$ cat src/rtl/digest_accumulator.sv
// ============================================================================
//  Module   : digest_accumulator
//  Purpose  : SHA-256 chaining-hash accumulator with serialized digest output.
//  Revision : 1.0
// ============================================================================
`default_nettype none

module digest_accumulator #(
   parameter int WORD_W = 32
) (
   input  logic              clk,
   input  logic              rst_n,
   input  logic              load_iv,
   input  logic [WORD_W-1:0] iv_A,
   input  logic [WORD_W-1:0] iv_B,
   input  logic [WORD_W-1:0] iv_C,
   input  logic [WORD_W-1:0] iv_D,
   input  logic [WORD_W-1:0] iv_E,
   input  logic [WORD_W-1:0] iv_F,
   input  logic [WORD_W-1:0] iv_G,
   input  logic [WORD_W-1:0] iv_H,
   input  logic              round_done,
   input  logic [WORD_W-1:0] wv_a,
   input  logic [WORD_W-1:0] wv_b,
   input  logic [WORD_W-1:0] wv_c,
   input  logic [WORD_W-1:0] wv_d,
   input  logic [WORD_W-1:0] wv_e,
   input  logic [WORD_W-1:0] wv_f,
   input  logic [WORD_W-1:0] wv_g,
   input  logic [WORD_W-1:0] wv_h,
   input  logic              last_block,
   output logic              busy,
   output logic [WORD_W-1:0] hash_A,
   output logic [WORD_W-1:0] hash_B,
   output logic [WORD_W-1:0] hash_C,
   output logic [WORD_W-1:0] hash_D,
   output logic [WORD_W-1:0] hash_E,
   output logic [WORD_W-1:0] hash_F,
   output logic [WORD_W-1:0] hash_G,
   output logic [WORD_W-1:0] hash_H,
   output logic [WORD_W-1:0] dout,
   output logic              dout_valid,
   input  logic              dout_ready,
   output logic              dout_last
);

   localparam logic [1:0] c_IDLE  = 2'd0;
   localparam logic [1:0] c_ACCUM = 2'd1;
   localparam logic [1:0] c_OUT   = 2'd2;

   logic [1:0]        state_q, state_d;
   logic [2:0]        idx_q, idx_d;
   logic [WORD_W-1:0] hash_q [8];
   logic [WORD_W-1:0] hash_d [8];
   logic [WORD_W-1:0] w_iv   [8];
   logic [WORD_W-1:0] w_wv   [8];

   assign w_iv[0] = iv_A;  assign w_iv[1] = iv_B;
   assign w_iv[2] = iv_C;  assign w_iv[3] = iv_D;
   assign w_iv[4] = iv_E;  assign w_iv[5] = iv_F;
   assign w_iv[6] = iv_G;  assign w_iv[7] = iv_H;

   assign w_wv[0] = wv_a;  assign w_wv[1] = wv_b;
   assign w_wv[2] = wv_c;  assign w_wv[3] = wv_d;
   assign w_wv[4] = wv_e;  assign w_wv[5] = wv_f;
   assign w_wv[6] = wv_g;  assign w_wv[7] = wv_h;

   always_ff @(posedge clk) begin
      if (!rst_n) begin
         state_q <= c_IDLE;
         idx_q   <= 3'd0;
         for (int i = 0; i < 8; i++) hash_q[i] <= '0;
      end else begin
         state_q <= state_d;
         idx_q   <= idx_d;
         for (int i = 0; i < 8; i++) hash_q[i] <= hash_d[i];
      end
   end

   always_comb begin
      state_d = state_q;
      idx_d   = idx_q;
      for (int i = 0; i < 8; i++) hash_d[i] = hash_q[i];
      case (state_q)
         c_IDLE: begin
            if (load_iv) begin
               for (int i = 0; i < 8; i++) hash_d[i] = w_iv[i];
               state_d = c_ACCUM;
            end
         end
         c_ACCUM: begin
            // A reload takes priority and swallows a coincident round_done.
            if (load_iv) begin
               for (int i = 0; i < 8; i++) hash_d[i] = w_iv[i];
            end else if (round_done) begin
               for (int i = 0; i < 8; i++) hash_d[i] = hash_q[i] + w_wv[i];
               if (last_block) begin
                  state_d = c_OUT;
                  idx_d   = 3'd0;
               end
            end
         end
         c_OUT: begin
            if (dout_ready) begin
               if (idx_q == 3'd7) begin
                  state_d = c_IDLE;
                  idx_d   = 3'd0;
               end else begin
                  idx_d = idx_q + 3'd1;
               end
            end
         end
         default: begin
            state_d = c_IDLE;
            idx_d   = 3'd0;
         end
      endcase
   end

   always_comb begin
      busy       = (state_q == c_ACCUM) || (state_q == c_OUT);
      dout_valid = (state_q == c_OUT);
      dout_last  = (state_q == c_OUT) && (idx_q == 3'd7);
      dout       = (state_q == c_OUT) ? hash_q[idx_q] : '0;
   end

   assign hash_A = hash_q[0];
   assign hash_B = hash_q[1];
   assign hash_C = hash_q[2];
   assign hash_D = hash_q[3];
   assign hash_E = hash_q[4];
   assign hash_F = hash_q[5];
   assign hash_G = hash_q[6];
   assign hash_H = hash_q[7];

endmodule

`default_nettype wire

$ cat config.mk
export PLATFORM = sky130hd
export DESIGN_NAME = digest_accumulator
export DESIGN_NICKNAME = d
export VERILOG_FILES = /design/src/rtl/digest_accumulator.sv
export SDC_FILE = /design/constraint.sdc
export NUM_CORES = 1
export LEC_CHECK = 0
export BUFFER_PORTS_ARGS = -buffer_cell sky130_fd_sc_hd__buf_2
export CAP_MARGIN = 10
export CORE_AREA = 2 2 312 314
export DETAILED_ROUTE_END_ITERATION = 10
export DIE_AREA = 0 0 314 316
export HOLD_SLACK_MARGIN = 0.06
export SLEW_MARGIN = 10
export SYNTH_ARGS = -nofsm -noshare
export SYNTH_HDL_FRONTEND = slang
export SYNTH_SLANG_ARGS = --single-unit
$ cat constraint.sdc
create_clock -name clk -period 5 [get_ports clk]
set_input_delay 0.5 -clock clk [delete_from_list [all_inputs] [get_ports clk]]
set_output_delay 0.5 -clock clk [all_outputs]
set_load 0.03 [all_outputs]
# Word-level counts from Yosys, hierarchy flattened

Memories as Yosys holds them, arrays and structs flattened. A register that Yosys moved wholly into a read port is not among the register bits.
Index checks and enable logic that the tools add are counted.

Memory bits (read-only): 0
Input port bits: 518
Output and inout bits: 291
Register bits after elaboration: 5
RAM bits: 256
Logic and storage cells: 65
Memories kept: 1
Bits in latches: 0

Divide/modulo/power cells: 0
Eq/ne operators: 9
Shift operators: 0
$add $sub $neg: 9
Reduce and logical (&&, ||, !) cells: 5
Magnitude comparators: 0
Bitwise gates (word level): 9
Multipliers: 0
Multiplexer cells: 30

Memory list:

| memory | depth | width | rd ports | clocked after Yosys merged registers in | write ports | line | RTL |
|---|---|---|---|---|---|---|---|
| hash_q | 8     | 32    | 9        | 1                                       | 8           | 53   | `logic [WORD_W-1:0] hash_q [8];` |

Operator list:

| cell                | count |
|---|---|
| $mux 256            | 3 |
| $pmux 256 s2        | 1 |
| $mux 32             | 9 |
| $add 32x32->32      | 8 |
| $mux 3              | 7 |
| $mux 2              | 6 |
| $pmux 3 s3          | 1 |
| $ne 2x2->1 const B  | 4 |
| $or 1x1->1          | 8 |
| $pmux 2 s3          | 1 |
| $reduce_and 6->1    | 1 |
| $reduce_and 5->1    | 1 |
| $ne 2x1->1 const B  | 2 |
| $add 3x1->3 const B | 1 |
| $eq 3x3->1 const B  | 1 |
| $eq 2x1->1 const B  | 1 |
| $eq 2x2->1 const B  | 1 |
| $logic_not 2->1     | 1 |
| $mux 1              | 2 |
| $logic_and 1x1->1   | 1 |
| $logic_or 1x1->1    | 1 |
| $not 1->1           | 1 |

# Logic depth before layout (Yosys ltp)

Depth in word-level cells: 6
Depth in mapped cells: 13
Mapped depth without buffers: 13

# Least setup slack after synthesis

OpenSTA, ideal clock, no wires.

Kind: input port to flip-flop
Start point: in wv_c[0]
End point: mem hash_q[2][30]
Setup time: 0.103 ns
Slack: 1.363 ns
Stages: 13
Data required time: 4.897 ns
Buffers on the path: 0
Arrival: 3.534 ns
Cells stage by stage: ha_1 -> fa_1 -> a211oi_1 -> nor3_1 -> or4b_1 -> a31oi_1 -> or3_1 -> a32o_1 -> o21ai_2 -> a221oi_2 -> o21bai_1 -> mux2i_1 -> a2111oi_2

RTL lines:

| item               | line | RTL |
|---|---|---|
| start: declaration | 25   | `input logic [WORD_W-1:0] wv_c,` |
| end: declaration   | 53   |  |

==> out/metrics.csv <==
stage;metric;value;unit
cts;Worst-Skew Late Latency;0.59;ns
synth;ys flop type;dfxtp_1;
power_and_ir_drop;Power Density;621.6;mW/mm2
drt;drc violations;0;
drt;vias;29318;
cells_and_area;layout cells sized above 1;25.39;%
cells_and_area;nets;4741;
critical_path;Critical Path Start Type;flop;
power_and_ir_drop;Pleak;14.88;nW
drt;ANT nets after route;0;
power_and_ir_drop;combinational share of power;63.6;%
synth;number of flops mapped to enable cells by yosys;0;
synth;Syn Area/Cell;7.714;um2
cts;clk buf depth;3;
global_routing;largest net degree at the start of global routing;147;
cells_and_area;non-filler cells, final;5293;
cells_and_area;most frequent cells in the layout;buf_2 (807), nand2_1 (400), a21oi_1 (387), nor2_1 (301), dfxtp_1 (261);
drt;Vias/cell;5.539;
critical_path;worst path required time;5.48;ns
sta;Max transition margin;33.73;%
cells_and_area;commonest non-fill, non-tap cell in the layout;buf_2;
placed_design;detailed placer's ending HPWL;106100;um
critical_path;Setup CP Type;flop to flop;
synth;number of distinct library cells after synthesis;84;
placed_design;number of port buffers;808;
job;Max Cap Viol;0;
cts;CTS tree;yes;
drt;DR iter-0 viols;2852;
synth;sequential element share of the synthesized area;20.89;%
cts;TritonCTS buffer count;40;
power_and_ir_drop;Flop pwr share;21.9;%
global_routing;vias in the first global route;27148;
sta;fin crit period;4.225;ns
global_routing;GRT overflow;0;
cts;number of post-CTS setup repair buffers;0;
die;io pins;809;
power_and_ir_drop;Clock power frac;14.6;%
hold_path;worst min path class;primary input to flop;
global_routing;first-pass GRT wire length;189700;um
drt;DRT Pass-1 Iters;6;
sta;Slew Limit Fails;0;
sta;clock skew;0.01604;ns
sta;hold_ws;0.1751;ns
global_routing;gr usage total;25.79;%
cts;clock slew at reported path FFs;0.06;ns
sta;Setup Viol. Count Final;0;
power_and_ir_drop;Net Sw Power;10.68;mW
critical_path;CP max FO;4;
placed_design;dpl cells;5196;
die;die width;314;um
die;core area;0.09599;mm2
die;Die Y;316;um
sta;RSZ-0062 raised after global routing;false;
synth;Mapped Area;0.02529;mm2
critical_path;Worst Setup End Kind;flop;
placed_design;Placer Congestion;0.9683;
synth;Seq cells post-synth;264;
cells_and_area;Layout Utilization;33.28;%
power_and_ir_drop;Max VDD drop;282.5;uV
cells_and_area;Fillers;10289;
synth;asr flop ratio synth;0;%
cts;post_cts resized;0;
drt;Routed WL per cell;25.44;um
power_and_ir_drop;switch share;53.78;%
sta;fin crit share;84.49;%
cts;clock root cell;clkbuf_16;
die;Die Area;0.09922;mm2
cts;H-tree Lvls;2;
critical_path;CP arrival;4.70;ns
cells_and_area;Area growth, synth to finish;26.29;%
die;site row count;114;
outcome;outcome;finished clean;
synth;YS warnings;0;
drt;final wirelength;134700;um
cts;CTS sink count;264;
sta;final setup TNS;0;ns
sta;final hold vios;0;
sta;Worst-Margin Slew;0.9941;ns
synth;Synth Instances;3279;
global_routing;initial antenna violation count;43;
sta;FMAX;0.2367;GHz
cts;Hold-fix buffers, CTS;0;
power_and_ir_drop;internal power;9.177;mW
die;Initial Util;26.35;%
synth;syn_nets;4058;
-- cell families (layout without fill, tap and decap cells) --
group / count (synthesis) / in the layout / share of synthesized area [%]
and+or+nand+nor: 1024 / 1024 / 18.13
adders and majority gates: 261 / 261 / 13.15
xor gates and xnor gates: 193 / 193 / 6.683
AOI/OAI and AO/OA: 1181 / 1181 / 29.98
buffers and inverters: 247 / 958 / 3.665
other: 0 / 27 / 0
muxes: 109 / 109 / 7.499
DFF: 264 / 264 / 20.89
-- power groups by stage --
stage | combinational (mW) | clock, mW | sequential (mW)
final | 12.6 | 2.90 | 4.34
after global routing | 13.7 | 3.02 | 4.38
after CTS | 12.5 | 2.94 | 4.30
after detailed placement | 12.5 | 0 | 4.33
after global placement | 12.4 | 0 | 4.34
after floorplan | 7.39 | 0 | 5.10
-- metal layers --
| layer | track usage (%) | wire [um] | up-vias |
|---|---|---|---|
| met3 | 4.539 | 10140 | 235 |
| met5 | 0 | 144 | - |
| met2 | 41.29 | 61330 | 1401 |
| li1 | - | - | 13640 |
| met1 | 34.29 | 57530 | 14020 |
| met4 | 10.41 | 5520 | 22 |
-- worst max-delay path, cell delays in order, from the launching register on --
cell and delay, ns:
dfxtp_1 0.35, ha_1 0.24, fa_1 0.44, a211oi_1 0.35, nor3_1 0.15, or4b_1 0.55
a31oi_1 0.34, or3_1 0.25, a32o_1 0.24, o21ai_2 0.10, a221oi_2 0.46, o21bai_1 0.14
mux2i_1 0.15, a2111oi_2 0.36
-- cell usage after synthesis, types with 9 or more instances --
cell / count / area share, %
nand2_1: 400 / 5.9
a21oi_1: 387 / 7.7
nor2_1: 302 / 4.5
dfxtp_1: 264 / 21
ha_1: 253 / 13
o21ai_0: 234 / 4.6
clkbuf_1: 159 / 2.4
a21o_1: 148 / 4.4
xnor2_1: 128 / 4.4
a311oi_1: 100 / 3.5
nand3_1: 65 / 1.3
xor2_1: 65 / 2.3
mux4_2: 64 / 5.7
inv_1: 51 / 0.76
a31oi_1: 44 / 1.1
a211oi_1: 41 / 1.2
and3_1: 41 / 1.0
mux2i_1: 41 / 1.6
nor3_1: 41 / 0.81
nand2b_1: 37 / 0.92
buf_1: 36 / 0.53
o211ai_1: 34 / 1.0
nand4_1: 29 / 0.72
o21bai_1: 27 / 0.80
nor2b_1: 22 / 0.54
o21a_1: 22 / 0.65
or3_1: 21 / 0.52
o22ai_1: 19 / 0.47
a2111oi_0: 11 / 0.38
and2_1: 11 / 0.27
or2_2: 11 / 0.27
a21boi_0: 10 / 0.30
nor3b_1: 10 / 0.30
a221oi_1: 9 / 0.31
nor4_1: 9 / 0.22
o31ai_1: 9 / 0.27
-- registers in the layout, summed over array words and instances, names as in the netlist, named ones only --
signal	flops
hash_q	256
idx_q	3
state_q	2
-- cell type report --
cell class	instances	area [um2]	share of cell area (%)
multi-input combinational	2768	19120	59.86
sequential	264	5294	16.57
timing repair buffer	836	4394	13.76
tap	1276	1597	4.998
clock buffer	60	1167	3.654
inverter	52	200.2	0.6267
clock inverter	10	102.6	0.3212
antenna	27	67.56	0.2115
-- final timing paths --
kind	to	slack, ns	depth (start not counted)	start
worst max-delay path	hash_q[2][30]	0.78	13	hash_q[2][0]
worst min-delay path	hash_q[0][20]	0.18	3	iv_A[20]
worst max register to register	hash_q[2][30]	0.78	13	hash_q[2][0]
worst min register to register	hash_q[4][2]	0.50	2	hash_q[4][2]
-- through the flow --
stage	worst slack (ns)	cell area, um2	power [mW]
finish	0.7755	31940	19.86
global route	0.5415	31930	21.11
CTS	0.8421	31880	19.78
detailed placement	0.6538	30610	16.81
global placement	0.6800	30610	16.74
floorplan	1.363	25290	12.49
Note: power is estimated with default switching activity, not from simulation.
